**src/rtl/keypad_pkg.sv**
```systemverilog
// Shared key codes, FSM state encoding and key classification helper
// for the keypad password checker.
package keypad_pkg;

  localparam logic [3:0] KEY_ENTER = 4'hE;
  localparam logic [3:0] KEY_CLEAR = 4'hF;

  typedef enum logic [1:0] {
    ST_ENTRY    = 2'd0,
    ST_CHECK    = 2'd1,
    ST_UNLOCKED = 2'd2,
    ST_LOCKED   = 2'd3
  } state_t;

  function automatic logic is_digit(input logic [3:0] code);
    return code <= 4'd9;
  endfunction

endpackage

```
**src/rtl/key_event_detect.sv**
```systemverilog
// Debounces the scanner key code and emits a one-cycle event when a new,
// stable value differs from the last accepted one.
module key_event_detect
  import keypad_pkg::*;
#(
  parameter int STABLE_TICKS = 1000000
) (
  input  logic       clk,
  input  logic       rst,
  input  logic [3:0] key,
  output logic       key_event,
  output logic [3:0] key_code
);

  localparam int CW = $clog2(STABLE_TICKS + 2);
  localparam logic [CW-1:0] STABLE_C = CW'(STABLE_TICKS);

  logic [3:0]    cur_p0;
  logic [CW-1:0] cnt_p0;
  logic [CW-1:0] hold;
  logic          stable;
  logic [3:0]    base;
  logic          base_vld;

  // hold tops out at STABLE_C+1 so a long-held key fires exactly once
  function automatic logic [CW-1:0] sat_hold(input logic [CW-1:0] h);
    return (h > STABLE_C) ? STABLE_C : h;
  endfunction

  always_comb begin
    hold   = (key == cur_p0) ? cnt_p0 + CW'(1) : CW'(1);
    stable = (hold == STABLE_C);
  end

  always_ff @(posedge clk) begin
    if (rst) begin
      cur_p0    <= 4'h0;
      cnt_p0    <= '0;
      base      <= 4'h0;
      base_vld  <= 1'b0;
      key_event <= 1'b0;
      key_code  <= 4'h0;
    end else begin
      cur_p0    <= key;
      cnt_p0    <= sat_hold(hold);
      key_event <= 1'b0;
      if (stable) begin
        // First stable value only seeds the baseline
        if (!base_vld) begin
          base_vld <= 1'b1;
          base     <= key;
        end else if (key != base) begin
          base      <= key;
          key_event <= 1'b1;
          key_code  <= key;
        end
      end
    end
  end

endmodule

```
**src/rtl/keypad_password_check.sv**
```systemverilog
// Keypad password checker: buffers digits, compares on enter, unlocks on a
// match and locks out for a fixed time after repeated failures.
module keypad_password_check
  import keypad_pkg::*;
#(
  parameter int          STABLE_TICKS = 1000000,
  parameter int          PW_LEN       = 4,
  parameter logic [31:0] PASSWORD     = 32'h0000_1357,
  parameter int          MAX_FAIL     = 3,
  parameter int          LOCK_TICKS   = 500000000
) (
  input  logic       clk,
  input  logic       rst,
  input  logic [3:0] key,
  output logic       key_event,
  output logic [3:0] digit_count,
  output logic       unlock,
  output logic       fail,
  output logic       locked
);

  localparam int BW = 4 * PW_LEN;
  localparam int FW = $clog2(MAX_FAIL + 1);
  localparam int LW = (LOCK_TICKS > 1) ? $clog2(LOCK_TICKS) : 1;
  localparam logic [BW-1:0] PW_C      = PASSWORD[BW-1:0];
  localparam logic [3:0]    PW_LEN_C  = 4'(PW_LEN);
  localparam logic [FW-1:0] MAX_C     = FW'(MAX_FAIL);
  localparam logic [LW-1:0] LOCK_LAST = LW'(LOCK_TICKS - 1);

  logic [3:0]    key_code;
  state_t        state, state_nx;
  logic [BW-1:0] digits, digits_nx;
  logic [3:0]    count, count_nx;
  logic [FW-1:0] fails, fails_nx;
  logic [LW-1:0] timer, timer_nx;

  function automatic logic [FW-1:0] sat_inc(input logic [FW-1:0] v);
    return (v >= MAX_C) ? MAX_C : v + FW'(1);
  endfunction

  key_event_detect #(
    .STABLE_TICKS(STABLE_TICKS)
  ) u_detect (
    .clk      (clk),
    .rst      (rst),
    .key      (key),
    .key_event(key_event),
    .key_code (key_code)
  );

  always_ff @(posedge clk) begin
    if (rst) begin
      state  <= ST_ENTRY;
      digits <= '0;
      count  <= 4'd0;
      fails  <= '0;
      timer  <= '0;
    end else begin
      state  <= state_nx;
      digits <= digits_nx;
      count  <= count_nx;
      fails  <= fails_nx;
      timer  <= timer_nx;
    end
  end

  always_comb begin
    state_nx  = state;
    digits_nx = digits;
    count_nx  = count;
    fails_nx  = fails;
    timer_nx  = timer;
    fail      = 1'b0;
    case (state)
      ST_ENTRY: begin
        if (key_event) begin
          if (is_digit(key_code)) begin
            if (count < PW_LEN_C) begin
              digits_nx = BW'({digits, key_code});
              count_nx  = count + 4'd1;
            end
          end else if (key_code == KEY_CLEAR) begin
            digits_nx = '0;
            count_nx  = 4'd0;
          end else if (key_code == KEY_ENTER) begin
            state_nx = ST_CHECK;
          end
        end
      end
      ST_CHECK: begin
        // The buffer is consumed by every attempt, good or bad
        digits_nx = '0;
        count_nx  = 4'd0;
        if ((count == PW_LEN_C) && (digits == PW_C)) begin
          state_nx = ST_UNLOCKED;
          fails_nx = '0;
        end else begin
          fail     = 1'b1;
          fails_nx = sat_inc(fails);
          timer_nx = '0;
          state_nx = (sat_inc(fails) == MAX_C) ? ST_LOCKED : ST_ENTRY;
        end
      end
      ST_UNLOCKED: begin
        if (key_event && (key_code == KEY_CLEAR)) begin
          state_nx = ST_ENTRY;
        end
      end
      ST_LOCKED: begin
        if (timer == LOCK_LAST) begin
          state_nx = ST_ENTRY;
          timer_nx = '0;
          fails_nx = '0;
        end else begin
          timer_nx = timer + LW'(1);
        end
      end
      default: state_nx = ST_ENTRY;
    endcase
  end

  always_comb begin
    digit_count = count;
    unlock      = (state == ST_UNLOCKED);
    locked      = (state == ST_LOCKED);
  end

endmodule

```
**config.mk**
```make
export PLATFORM = sky130hd
export DESIGN_NAME = keypad_password_check
export DESIGN_NICKNAME = d
export VERILOG_FILES = /design/src/rtl/keypad_pkg.sv /design/src/rtl/key_event_detect.sv /design/src/rtl/keypad_password_check.sv
export SDC_FILE = /design/constraint.sdc
export NUM_CORES = 1
export LEC_CHECK = 0
export BUFFER_PORTS_ARGS = -buffer_cell sky130_fd_sc_hd__buf_2
export CAP_MARGIN = 20
export CORE_MARGIN = 2
export CORE_UTILIZATION = 45
export DETAILED_ROUTE_END_ITERATION = 10
export SYNTH_ARGS = -nofsm -noshare
export SYNTH_HDL_FRONTEND = slang
export SYNTH_SLANG_ARGS = --single-unit
```
**constraint.sdc**
```tcl
create_clock -name clk -period 2.18 [get_ports clk]
set_input_delay 0.327 -clock clk [delete_from_list [all_inputs] [get_ports clk]]
set_output_delay 0.327 -clock clk [all_outputs]
set_load 0.01 [all_outputs]
```
==> impl_metrics.tcl, run 1 <==
set metrics [dict create \
    status "finished, violations left" \
    failed_checks "setup timing" \
    synth_top_family_by_area "simple AND/OR/NAND/NOR gates" \
    required_ns 1.85 \
    drc 0 \
    synth_compound_area_frac 0.1190 \
    skew_ns 0.01616 \
    grt_overflow 0 \
    yosysWarnings 0 \
    relSlewSlack 0.5152 \
    vias_per_cell 5.429 \
    synth_edf_count 0 \
    ff_latch_area_um2 1768 \
    grt_pass1_vias 3480 \
    period_needed_ns 2.208 \
    max_stage_delay_ns 0.37 \
    worst_ep_arrival_time_ns 1.88 \
    use_met3 0.05780 \
    hold_path.class "primary input to flip-flop" \
    drt-total-wl_um 10680 \
    crit_path_start_kind "flip-flop" \
    multi_input_area_um2 2754 \
    synthTopCellsByArea "dfxtp_1 (39%), xnor2_1 (6.9%), nor2_1 (5.7%)" \
    drt_iter0_markers 147 \
    synth_fp_nets 513 \
    fin_area_um2 5747 \
    cts_tree "built" \
    top_usage_layer "met2" \
    fp.dieH_um 103.4 \
    fp.coreArea_um2 9684 \
    io_buffer_count 13 \
    netlist.area_leader.share 0.3915 \
    peakVddDrop_uv 450.4 \
    crit_end "fail" \
    drtAntennaViolNets 0 \
    critPathMaxFanout 2 \
    cts_max_level 3 \
    synth.largest_area_cell "dfxtp_1" \
    synth.distinct_cells 64 \
    reg2reg_slack_ns 0 \
    finalCritPeriodShare 1.013 \
    setup_violations 3 \
    synthSimpleGateAreaFrac 0.2812 \
    synth.mux.area_fraction 0.05624 \
    area_delta_synth_final_pct 29.16 \
    critPathKind "flip-flop to output port" \
    dp_hpwl_um 7068 \
    dr.pass1.iters 4 \
    drive_gt1_frac 0.3135 \
    synth-seq-cells 87 \
    fillCellCount 864 \
    numCtsBuffers 9 \
    rr_worst_depth 8 \
    fin_setup_tns_ns -0.03246 \
    vias 3909 \
    worst_slack_ns -0.02812 \
    die_w_um 103.4 \
    final_nets 592 \
    leakage_nw 2.093 \
    worst_setup_path_end_kind "output port" \
    cts_buffer_depth 2 \
    cp_cell_sequence "inv_2 > ha_4 > nor4bb_4 > nand4_1 > or3_4 > and2_4 > buf_6" \
    synth-main-ff-cell "dfxtp_1" \
    row_count 36 \
    grt_pass1_wl_um 16640 \
    maxCapViolCount 0 \
    avgSynthCellArea_um2 8.845 \
    fin_util 0.5934 \
    powerDensity_nw_per_um2 477.3 \
    crit_path_start "digit_count[1]$_SDFFE_PP0P_" \
    yosys.area_share.adder 0.01125 \
    antenna_found_initial 0 \
    synth-xor-area-share 0.08858 \
    routedWlPerCell_um 14.83 \
    fmaxAchievable_mhz 452.9 \
    syn-cell-area_um2 4449 \
    synth_cells 503 \
    grt_max_degree 30 \
    io_pins 14 \
    met2_usage 0.3241 \
    gp_congestion 0.8700 \
    die_area_um2 10700 \
    clkSlewWorstSetupHoldPaths_ns 0.09 \
    clock-sinks 87 \
    met1_usage 0.2565 \
    clkLatencyLatePin_ns 0.38 \
    rsz0062_at_grt "true" \
    async_reset_ff_frac 0 \
    drv_slew 0 \
    root_buffer "clkbuf_8" \
    hold_viol 0 \
    worst_pin_slew_ns 0.7254 \
    post_dp_cell_area_um2 5030 \
    grt_usage 0.1995 \
    r2r-end "u_detect.cnt_p0[2]$_SDFF_PP0_" \
    start_util 0.4594 \
    num_antenna_cells 0 \
    cp_slowest_cell "or3_4" \
    regToRegStartpoint "u_detect.cnt_p0[5]$_SDFF_PP0_" \
    synth-seq-area-share 0.3915 \
]
==> per-layer routing <==
metal / up-vias / routed length (um) / share of wire
met1: 1873 / 4800 / 0.45
met3: 18 / 426 / 0.040
met5: - / 0 / 0
li1: 1957 / - / -
met2: 61 / 5251 / 0.49
met4: 0 / 197 / 0.018
==> worst max-delay path: cells and delay by family, from the launching register on <==
| family | cells | cell delay [ns] |
|---|---|---|
| DFF | 1 | 0.33 |
| and+or+nand+nor | 4 | 0.88 |
| buffers and inverters | 2 | 0.18 |
| adders and majority gates | 1 | 0.12 |
==> cell usage in the layout, fill, tap and decap left out, types with 11 or more instances in the layout <==
| cell type | netlist | final |
|---|---|---|
| mux2i_1 | 25 | 25 |
| dfxtp_1 | 87 | 72 |
| buf_4 | 4 | 64 |
| buf_2 | 5 | 12 |
| a21oi_1 | 19 | 18 |
| inv_1 | 18 | 16 |
| nor3_1 | 20 | 19 |
| nand3_1 | 22 | 20 |
| nand4_1 | 11 | 11 |
| nand2_1 | 33 | 33 |
| dfxtp_2 | 0 | 12 |
| nor2_1 | 67 | 66 |
| xnor2_1 | 35 | 34 |
==> flip-flops by register name (all words and copies together) (netlist names) <==
name	count
u_detect.key_event	1
u_detect.base	4
digit_count	4
state	2
timer	29
u_detect.key_code	4
u_detect.cnt_p0	20
digits	16
fails	2
u_detect.cur_p0	4
u_detect.base_vld	1
==> through the flow <==
step | hold slack [ns] | total power [mW] | instances | setup slack (ns)
6_report | 0.2488 | 2.743 | 720 | -0.02812
5_1_grt | 0.2461 | 2.859 | 720 | -0.1589
3_3_place_gp | 0.4542 | 1.714 | 684 | -0.09656
2_1_floorplan | 0.4496 | 1.679 | 503 | 0.001786
4_1_cts | 0.2346 | 2.787 | 709 | -0.1493
3_5_place_dp | 0.4684 | 1.716 | 684 | -0.1015
==> cells in the mapped netlist (all sizes together), types with 9 or more instances <==
cell / number
and3: 12
inv: 18
nor2: 67
nand3: 22
a21oi: 19
clkbuf: 9
dfxtp: 87
nor3: 20
xor2: 10
nand2: 33
nand4: 14
o21ai: 14
xnor2: 35
mux2i: 25
buf: 15
a211oi: 12
nor4: 14
==> worst min path at each step <==
stage,start,endpoint,slack [ns],depth (start not counted)
6_report,key[2],u_detect.cur_p0[2]$_SDFF_PP0_,0.25,3
3_5_place_dp,fails[0]$_SDFFE_PP0P_,fails[1]$_SDFFE_PP0P_,0.47,2
3_3_place_gp,fails[0]$_SDFFE_PP0P_,fails[1]$_SDFFE_PP0P_,0.45,2
2_1_floorplan,fails[0]$_SDFFE_PP0P_,fails[0]$_SDFFE_PP0P_,0.45,2
5_1_grt,key[2],u_detect.cur_p0[2]$_SDFF_PP0_,0.25,3
4_1_cts,key[2],u_detect.cur_p0[2]$_SDFF_PP0_,0.23,3
==> report_power, final <==
group / internal, mW / switching (mW) / total (mW) / leakage [nW]
clock: 0.457 / 0.608 / 1.06 / 0.0918
combinational: 0.0324 / 0.0531 / 0.0855 / 1.29
sequential: 1.59 / 0.00299 / 1.59 / 0.710
==> cell families (layout without fill, tap and decap cells) <==
kind of cell | after synthesis | count (layout)
compound gates | 74 | 74
xor+xnor | 45 | 45
fa+ha+maj | 4 | 4
buf+inv | 43 | 127
flops | 87 | 87
mux | 25 | 25
simple gates | 225 | 225
==> cell type report <==
cell class / instances / area share
Clock buffer: 11 / 0.02460
Tap cell: 133 / 0.02896
Multi-Input combinational cell: 373 / 0.4792
Sequential cell: 87 / 0.3076
Inverter: 18 / 0.01176
Clock inverter: 5 / 0.007185
Timing Repair Buffer: 93 / 0.1406
==> what timing repair did <==
action | 4_1_cts | 5_1_grt
endpoints found under the setup margin | 25 | 56
pin swaps | 9 | 26
buffers inserted | 9 | 9
gates resized for setup | 23 | 62
cloned | 0 | 4
hold buffers | 0 | 0
Power figures use the tool's default switching activity.
==> run 2: changes to the inputs <==
CTS_BUF_LIST = sky130_fd_sc_hd__clkbuf_4   (was not set)
==> impl_metrics.tcl, run 2 (synthesis gave the netlist of run 1 again) <==
set metrics [dict create \
    drt-total-wl_um 10830 \
    grt_max_degree 30 \
    die_w_um 103.4 \
    drive_gt1_frac 0.3475 \
    cts_buffer_depth 2 \
    num_antenna_cells 0 \
    fp.dieH_um 103.4 \
    skew_ns 0.02526 \
    drc 0 \
    max_stage_delay_ns 0.36 \
    vias_per_cell 5.387 \
    crit_path_start_kind "flip-flop" \
    dp_hpwl_um 7068 \
    routedWlPerCell_um 14.98 \
    io_buffer_count 13 \
    maxCapViolCount 0 \
    fin_util 0.5990 \
    critPathKind "flip-flop to output port" \
    final_nets 595 \
    final_cell_mix "dfxtp_1 (67), buf_4 (65), nor2_1 (64)" \
    top_regs "timer (29), u_detect.cnt_p0 (20), digits (16)" \
    finalCritPeriodShare 1.056 \
    top_register "timer" \
    io_pins 14 \
    rsz0062_at_grt "true" \
    antenna_found_initial 0 \
    vias 3895 \
    clock-sinks 87 \
    clkLatencyLatePin_ns 0.47 \
    rr_worst_depth 12 \
    start_util 0.4594 \
    use_met3 0.05578 \
    fmaxAchievable_mhz 434.5 \
    cp_cell_sequence "inv_2 > ha_4 > nor4bb_4 > nand4_1 > or3_4 > and2_4 > buf_6" \
    met2_usage 0.3226 \
    largest_register_ffs 29 \
    cts_hold_buffers 0 \
    grt_usage 0.1978 \
    met1_usage 0.2569 \
    failed_checks "setup timing" \
    drt_iter0_markers 150 \
    layout_commonest_cell "dfxtp_1" \
    drtAntennaViolNets 0 \
    grt_pass1_wl_um 16560 \
    hold_viol 0 \
    hold_depth 3 \
    grt_overflow 0 \
    grt_pass1_vias 3481 \
    row_count 36 \
    hold_path.class "primary input to flip-flop" \
    worst_slack_ns -0.1214 \
    leakage_nw 2.114 \
    worst_pin_slew_ns 0.4733 \
    period_needed_ns 2.301 \
    drv_slew 0 \
    cp_slowest_cell "or3_4" \
    relSlewSlack 0.6838 \
    numCtsBuffers 9 \
    setup_violations 1 \
    powerDensity_nw_per_um2 433.4 \
    cts_max_level 3 \
    cts_tree "built" \
    status "finished, violations left" \
    top_usage_layer "met2" \
    area_delta_synth_final_pct 30.37 \
    clkSlewWorstSetupHoldPaths_ns 0.14 \
    gp_congestion 0.8700 \
    place_worst_setup_slack_ns -0.1015 \
    dr.pass1.iters 4 \
    cp.depth 7 \
    worst_ep_arrival_time_ns 1.97 \
    cp.buffers_inverters 2 \
    critPathMaxFanout 2 \
    fp.coreArea_um2 9684 \
    worst_setup_path_end_kind "output port" \
    die_area_um2 10700 \
    required_ns 1.85 \
    crit_family "simple AND/OR/NAND/NOR gates" \
    peakVddDrop_uv 355.8 \
    root_buffer "clkbuf_4" \
]
run 2: changes by cell type in the layout (fill, tap and decap cells not counted), sizes merged:
cell,delta
clkinv,+1
clkbuf,-1
buf,+3
run 2: final cells by class:
class,count,area [um^2]
inverter,18,67.56
multi-input combinational,373,2828
sequential,87,1777
tap,133,166.4
clock buffer,10,75.07
timing repair buffer,96,842.1
clock inverter,6,45.04
fill,854,3884
run 2: metrics by stage:
stage	setup TNS (ns)	area [um^2]	hold slack (ns)	power [mW]	cells
4_1_cts	-3.973	5308	0.1320	2.552	710
3_3_place_gp	-0.9164	5030	0.4542	1.714	684
3_5_place_dp	-1.055	5030	0.4684	1.716	684
6_report	-0.1214	5801	0.1594	2.514	723
5_1_grt	-0.6927	5801	0.1350	2.631	723
2_1_floorplan	0	4464	0.4496	1.679	503
run 2: worst reg2reg max path: stages (launching register included):
cell      delay [ns]
dfxtp_2         0.36
buf_6           0.10
ha_4            0.17
buf_6           0.13
nand3_2         0.07
nor4_4          0.25
buf_4           0.18
xnor2_4         0.07
a211oi_4        0.18
buf_6           0.17
buf_6           0.12
nand4_4         0.11
mux2i_1         0.15
run 2: worst paths after layout:
kind,end,slack [ns],start
hold / removal,u_detect.cur_p0[2]$_SDFF_PP0_,0.16,key[2]
setup reg to reg,u_detect.key_code[3]$_SDFFE_PP0P_,0.05,u_detect.cnt_p0[1]$_SDFF_PP0_
setup / recovery,fail,-0.12,digit_count[0]$_SDFFE_PP0P_
hold reg to reg,fails[0]$_SDFFE_PP0P_,0.49,fails[0]$_SDFFE_PP0P_
run 2: power breakdown:
part | switching (mW) | internal (mW) | leakage [nW] | total, mW
registers | 0.00265 | 1.59 | 0.713 | 1.59
logic | 0.0559 | 0.0357 | 1.33 | 0.0916
clock network | 0.574 | 0.255 | 0.0663 | 0.829
total | 0.632 | 1.88 | 2.11 | 2.51
run 2: timing repair:
item | in CTS | in global routing
gates cloned | 0 | 4
setup endpoints to repair | 26 | 56
pin swaps | 10 | 28
resized for setup | 25 | 84
buffers inserted | 10 | 15
run 2: metal layers:
| layer | part of all wire | wire (um) |
|---|---|---|
| met1 | 0.45 | 4908 |
| met3 | 0.034 | 372 |
| met4 | 0.014 | 154 |
| met5 | 0 | 0 |
| met2 | 0.50 | 5394 |
